==> config.mk <==
export PLATFORM = sky130hd
export DESIGN_NAME = rs232_rx
export DESIGN_NICKNAME = d
export VERILOG_FILES = /design/src/rtl/rs232_pkg.sv /design/src/rtl/rs232_bit_timer.sv /design/src/rtl/rs232_rx.sv
export SDC_FILE = /design/constraint.sdc
export NUM_CORES = 1
export LEC_CHECK = 0
export ABC_AREA = 1
export CORE_AREA = 2 2 85 63
export CTS_BUF_LIST = sky130_fd_sc_hd__clkbuf_4 sky130_fd_sc_hd__clkbuf_8
export DETAILED_ROUTE_END_ITERATION = 10
export DIE_AREA = 0 0 87 65
export PLACE_DENSITY = 0.66
export SLEW_MARGIN = 20
export SYNTH_ARGS = -nofsm -noshare
export SYNTH_HDL_FRONTEND = slang
export SYNTH_SLANG_ARGS = --single-unit
==> constraint.sdc <==
create_clock -name clk -period 1.95 [get_ports clk]
set_input_delay 0.585 -clock clk [delete_from_list [all_inputs] [get_ports clk]]
set_output_delay 0.585 -clock clk [all_outputs]
set_load 0.05 [all_outputs]
==> src/rtl/rs232_pkg.sv <==
// Shared RS232 definitions: bit-period limits (also used by the transmitter),
// receiver state encoding and tick counter width.
package rs232_pkg;

   // Last tick index of one bit period at 40 MHz (bit = LIM + 1 clocks)
   localparam int LIM_FAST = 347;    // 115.2 kbps
   localparam int LIM_SLOW = 2083;   // 19.2 kbps

   localparam int TICK_W = 12;

   typedef enum logic [1:0] {
      IDLE  = 2'd0,
      START = 2'd1,
      DATA  = 2'd2,
      STOP  = 2'd3
   } rx_state_e;

   // Bit-period limit for the selected line rate
   function automatic logic [TICK_W-1:0] rate_lim(input logic fsel);
      return fsel ? TICK_W'(LIM_SLOW) : TICK_W'(LIM_FAST);
   endfunction

endpackage

==> src/rtl/rs232_bit_timer.sv <==
// Bit timer for the RS232 receiver: latches the bit-period limit at frame
// start and counts clocks within the current bit.
import rs232_pkg::*;

module rs232_bit_timer (
   input  logic clk,
   input  logic rst,       // synchronous, active low
   input  logic clr,       // restart the tick count
   input  logic fsel,      // rate select, only looked at while load=1
   input  logic load,      // latch the limit for fsel
   output logic at_half,   // tick is at the centre of a bit
   output logic at_end     // tick is at the last clock of a bit
);

   logic [TICK_W-1:0] lim;
   logic [TICK_W-1:0] tick;

   // Latched rate limit and free-running tick counter
   always_ff @(posedge clk) begin
      // NOTE: sequential state uses non-blocking assignments so every flop
      // samples pre-edge values regardless of statement order.
      if (!rst) begin
         lim  <= TICK_W'(LIM_FAST);
         tick <= '0;
      end else begin
         if (load)
            lim <= rate_lim(fsel);
         if (clr)
            tick <= '0;
         else
            tick <= tick + TICK_W'(1);
      end
   end

   assign at_half = (tick == (lim >> 1));
   assign at_end  = (tick == lim);

endmodule

==> src/rtl/rs232_rx.sv <==
// RS232 receiver, 8N1, LSB first, 40 MHz clock, 115.2k / 19.2k selectable.
// Bytes are presented on data with a rdy/done handshake.
// Optional macro RS232R_ERR_EN adds the sticky ferr (framing) and ovr
// (overrun) flags; without it those ports are absent and the stop bit
// value is ignored.
import rs232_pkg::*;

module rs232_rx #(
   parameter int SYNC_LEN = 2
) (
   input  logic       clk,
   input  logic       rst,     // synchronous, active low
   input  logic       RxD,     // asynchronous serial line, idles high
   input  logic       fsel,    // 0 = 115.2 kbps, 1 = 19.2 kbps
   input  logic       done,    // consumer has taken data
   output logic [7:0] data,
   output logic       rdy
`ifdef RS232R_ERR_EN
   ,
   output logic       ferr,
   output logic       ovr
`endif
);

   logic [SYNC_LEN-1:0] sync;
   logic                rxs;

   rx_state_e state, state_nxt;
   logic [7:0] shreg;
   logic [2:0] bitcnt;

   logic tmr_clr, tmr_load, at_half, at_end;
   logic shift_en, complete;

   // RxD synchronizer; flops reset to the idle level so reset never looks
   // like a start bit
   always_ff @(posedge clk) begin
      // NOTE: reset is synchronous here, so it lives inside the clocked
      // block with no reset term in the sensitivity list.
      if (!rst) begin
         sync <= '1;
      end else begin
         sync[0] <= RxD;
         for (int i = 1; i < SYNC_LEN; i++)
            sync[i] <= sync[i-1];
      end
   end

   assign rxs = sync[SYNC_LEN-1];

   rs232_bit_timer u_timer (
      .clk     (clk),
      .rst     (rst),
      .clr     (tmr_clr),
      .fsel    (fsel),
      .load    (tmr_load),
      .at_half (at_half),
      .at_end  (at_end)
   );

   // FSM state register
   always_ff @(posedge clk) begin
      if (!rst)
         state <= IDLE;
      else
         state <= state_nxt;
   end

   // Next state and per-cycle controls
   always_comb begin
      // NOTE: every output of this block gets a default first, so no path
      // leaves a signal unassigned and no latch is inferred.
      state_nxt = state;
      tmr_clr   = 1'b0;
      tmr_load  = 1'b0;
      shift_en  = 1'b0;
      complete  = 1'b0;
      case (state)
         IDLE: begin
            tmr_clr = 1'b1;
            if (!rxs) begin
               tmr_load  = 1'b1;
               state_nxt = START;
            end
         end
         START: begin
            // A start bit that is high again at its centre was a glitch
            if (at_half) begin
               tmr_clr   = 1'b1;
               state_nxt = rxs ? IDLE : DATA;
            end
         end
         DATA: begin
            if (at_end) begin
               tmr_clr  = 1'b1;
               shift_en = 1'b1;
               if (bitcnt == 3'd7)
                  state_nxt = STOP;
            end
         end
         STOP: begin
            // Leave mid-stop-bit so a following start edge is not missed
            if (at_end) begin
               tmr_clr   = 1'b1;
               complete  = 1'b1;
               state_nxt = IDLE;
            end
         end
         default: begin
            tmr_clr   = 1'b1;
            state_nxt = IDLE;
         end
      endcase
   end

   // Shift register, bit counter, output byte and rdy handshake
   always_ff @(posedge clk) begin
      if (!rst) begin
         shreg  <= '0;
         bitcnt <= '0;
         data   <= '0;
         rdy    <= 1'b0;
      end else begin
         if (shift_en) begin
            shreg  <= {rxs, shreg[7:1]};
            bitcnt <= bitcnt + 3'd1;
         end else if (state != DATA) begin
            bitcnt <= '0;
         end
         // Completion takes priority over a simultaneous done
         if (complete) begin
            data <= shreg;
            rdy  <= 1'b1;
         end else if (done) begin
            rdy <= 1'b0;
         end
      end
   end

`ifdef RS232R_ERR_EN
   // Sticky framing and overrun flags, cleared by done
   always_ff @(posedge clk) begin
      if (!rst) begin
         ferr <= 1'b0;
         ovr  <= 1'b0;
      end else if (complete) begin
         ferr <= ferr | ~rxs;
         ovr  <= ovr | rdy;
      end else if (done) begin
         ferr <= 1'b0;
         ovr  <= 1'b0;
      end
   end
`endif

endmodule

==> flow_metrics.env <==
export IMPL_status="completed"
export IMPL_p_sw_share_pct=20.2
export IMPL_p_per_area_nw_per_um2=787
export IMPL_grt_pass1_wl_um=6420
export IMPL_grt_ovfl_total=0
export IMPL_criticalPathCategory="flop to flop"
export IMPL_hold_buffers=0
export IMPL_routed_wl_um=3700
export IMPL_port_buffers=13
export IMPL_critPathLaunchType="flop"
export IMPL_final_hold_violation_count=0
export IMPL_fillers=502
export IMPL_avgRoutedWirePerCell_um=11.4
export IMPL_postPlaceCellArea_um2=2010
export IMPL_via_per_inst=4.73
export IMPL_vias=1531
export IMPL_finClkSkew_ps=5.26
export IMPL_drt_iter0_drc=126
export IMPL_grtUsageMet2_pct=19.1
export IMPL_ys_warn_count=0
export IMPL_place_congestion=0.882
export IMPL_comb_power_share_pct=5.6
export IMPL_syn2layout_area_growth_pct=16.2
export IMPL_clock_sinks=38
export IMPL_layout_nets=272
export IMPL_core_um2=4930
export IMPL_synth_nets=253
export IMPL_htreeDepth=2
export IMPL_fp_dieW_um=87
export IMPL_synthCells=244
export IMPL_busiest_layer="met1"
export IMPL_drv_slew=0
export IMPL_antenna_found_initial=0
export IMPL_end_kind="flop"
export IMPL_synth_cell_types=32
export IMPL_p_clk_share_pct=47.7
export IMPL_cts_buffers=5
export IMPL_cts_tree="yes"
export IMPL_cp_max_fo=11
export IMPL_ys_seq_area_share_pct=40.6
export IMPL_finalCriticalPeriod_ps=1780
export IMPL_io_pins=14
export IMPL_grt_met3_usage_pct=4.33
export IMPL_finalSetupViolCount=0
export IMPL_crit_chain="nand2_1, nand2_2, nand2_1, nor2_1, nand3_4, nor2_4, buf_4, o21ai_2, a21oi_2"
export IMPL_layout_commonest_cell="dfxtp_1"
export IMPL_worst_pin_slew_ps=354
export IMPL_hpwl_um=2740
export IMPL_worstPathArrival_ps=2010
export IMPL_ys_ff_latch=38
export IMPL_clkTransAtPathRegs_ps=70
export IMPL_maxCapViolCount=0
export IMPL_syn_area_um2=1870
export IMPL_slew_headroom_pct=76.3
export IMPL_layout_cells_non_filler=324
export IMPL_seqPwrFrac_pct=46.7
export IMPL_die_h_um=65
export IMPL_worstPathRequired_ps=2180
export IMPL_slowest_delay_ps=490
export IMPL_cts_path_max_buffers=2
export IMPL_use_met1_pct=22.0
export IMPL_vdd_ir_drop_max_mv=0.633
export IMPL_drtPass1Iterations=4
export IMPL_drcViolationCount=0
export IMPL_fin_crit_sh_pct=91.4
export IMPL_post_layout_total_power_mw=1.71
export IMPL_netlist_top_cell_by_area="dfxtp_1"
export IMPL_grt_pass1_vias=1400
export IMPL_rows=22
export IMPL_internal_power_mw=1.37
export IMPL_ant_nets=0
export IMPL_slowest_stage="dfxtp_1"
export IMPL_fin_util_pct=44.2
export IMPL_diodes=0
export IMPL_final_cell_mix="dfxtp_1 (38), nand2_1 (37), nor2_1 (31)"
export IMPL_grt_max_degree=19
export IMPL_root_buffer="clkbuf_8"
export IMPL_postLayoutCellArea_um2=2180
export IMPL_crit_path_frequent_cell="nand2_1"
export IMPL_p_sw_uw=346
export IMPL_synthTopCellsByArea="dfxtp_1 (41%), nand2_1 (7.4%), nor2_1 (6.2%)"
export IMPL_die_area_um2=5660
export IMPL_cts_resized=0
export IMPL_insertion_delay_ps=290
export IMPL_drive_gt1_share_pct=16.7
export IMPL_avgSynthCellArea_um2=7.68
export IMPL_placed_cells=313
export IMPL_p_leak_nw=0.888
export IMPL_track_usage_pct=14.5
export IMPL_start_util_pct=38.0
export IMPL_yosysTopAreaCellShare_pct=40.6
export IMPL_hp_class="flop to flop"
export IMPL_fmax_mhz=561
routing by layer:
layer  wire (um)  vias up
li1            -      820
met1        2050      679
met2        1460       28
met3         152        4
met4          40        0
met5           0        -
cell usage after synthesis (all sizes together):
master and count:
nand3 11, o22ai 1, or2 2, xnor2 8, nor2 34, o211ai 1
nand4 6, nor4 1, nand2 41, clkbuf 2, and3b 1, o21ai 23
nor3b 1, inv 31, buf 8, dfxtp 38, nor3 3, a21oi 22
xor2 6, ha 4
timing repair:
item                       in CTS  in global routing
buffers inserted                0                  3
setup endpoints to repair       0                  2
hold endpoints to repair        0                  0
layout make-up:
cell class | count | area (um^2) | share of cell area (%)
multi-input combinational | 165 | 907 | 41.7
inverter | 31 | 116 | 5.34
tap | 60 | 75.1 | 3.45
clock buffer | 6 | 82.6 | 3.79
timing repair buffer | 22 | 175 | 8.05
clock inverter | 2 | 60.1 | 2.76
sequential | 38 | 761 | 34.9
path summary, 6_finish.rpt:
path	slack [ps]	cells after the start	to	startpoint
worst min-delay path	420	1	sync[1]	sync[0]
worst min register to register	420	1	sync[1]	sync[0]
worst max register to register	170	9	data[6]	u_timer.lim[8]
worst max-delay path	170	9	data[6]	u_timer.lim[8]
power groups by stage:
stage               combinational, mW  sequential [mW]  clock (mW)
finish                         0.0952            0.801       0.819
global route                    0.108            0.802       0.868
CTS                            0.0948            0.800       0.836
detailed placement             0.0942            0.818           0
global placement               0.0942            0.818           0
floorplan                      0.0684            0.815           0
through the flow:
| step | setup WS [ps] | TNS (ps) | hold WS (ps) |
|---|---|---|---|
| final | 168 | 0 | 420 |
| after global routing | -14.3 | -19.3 | 432 |
| after CTS | 185 | 0 | 425 |
| after detailed placement | 219 | 0 | 408 |
| after global placement | 216 | 0 | 396 |
| after floorplan | 462 | 0 | 393 |
logic make-up after synthesis:
| kind of cell | synth area share, % |
|---|---|
| buffers and inverters | 11.0 |
| DFF | 40.6 |
| xor gates and xnor gates | 6.54 |
| AOI/OAI and AO/OA | 13.2 |
| adders and majority gates | 2.67 |
| and+or+nand+nor | 26.0 |
state kept, by name (all words and copies together), names as in the netlist, named ones only:
name / flops
bitcnt: 3
sync: 2
state: 1
u_timer.tick: 12
u_timer.lim: 2
shreg: 8
data: 8
rdy: 1
worst max-delay path: cells and delay by family, from the launching register on:
| family | cells | cell delay, ps |
|---|---|---|
| DFF | 1 | 490 |
| buffers and inverters | 1 | 190 |
| AOI/OAI and AO/OA | 2 | 140 |
| and+or+nand+nor | 6 | 920 |
Power figures use the tool's default switching activity.
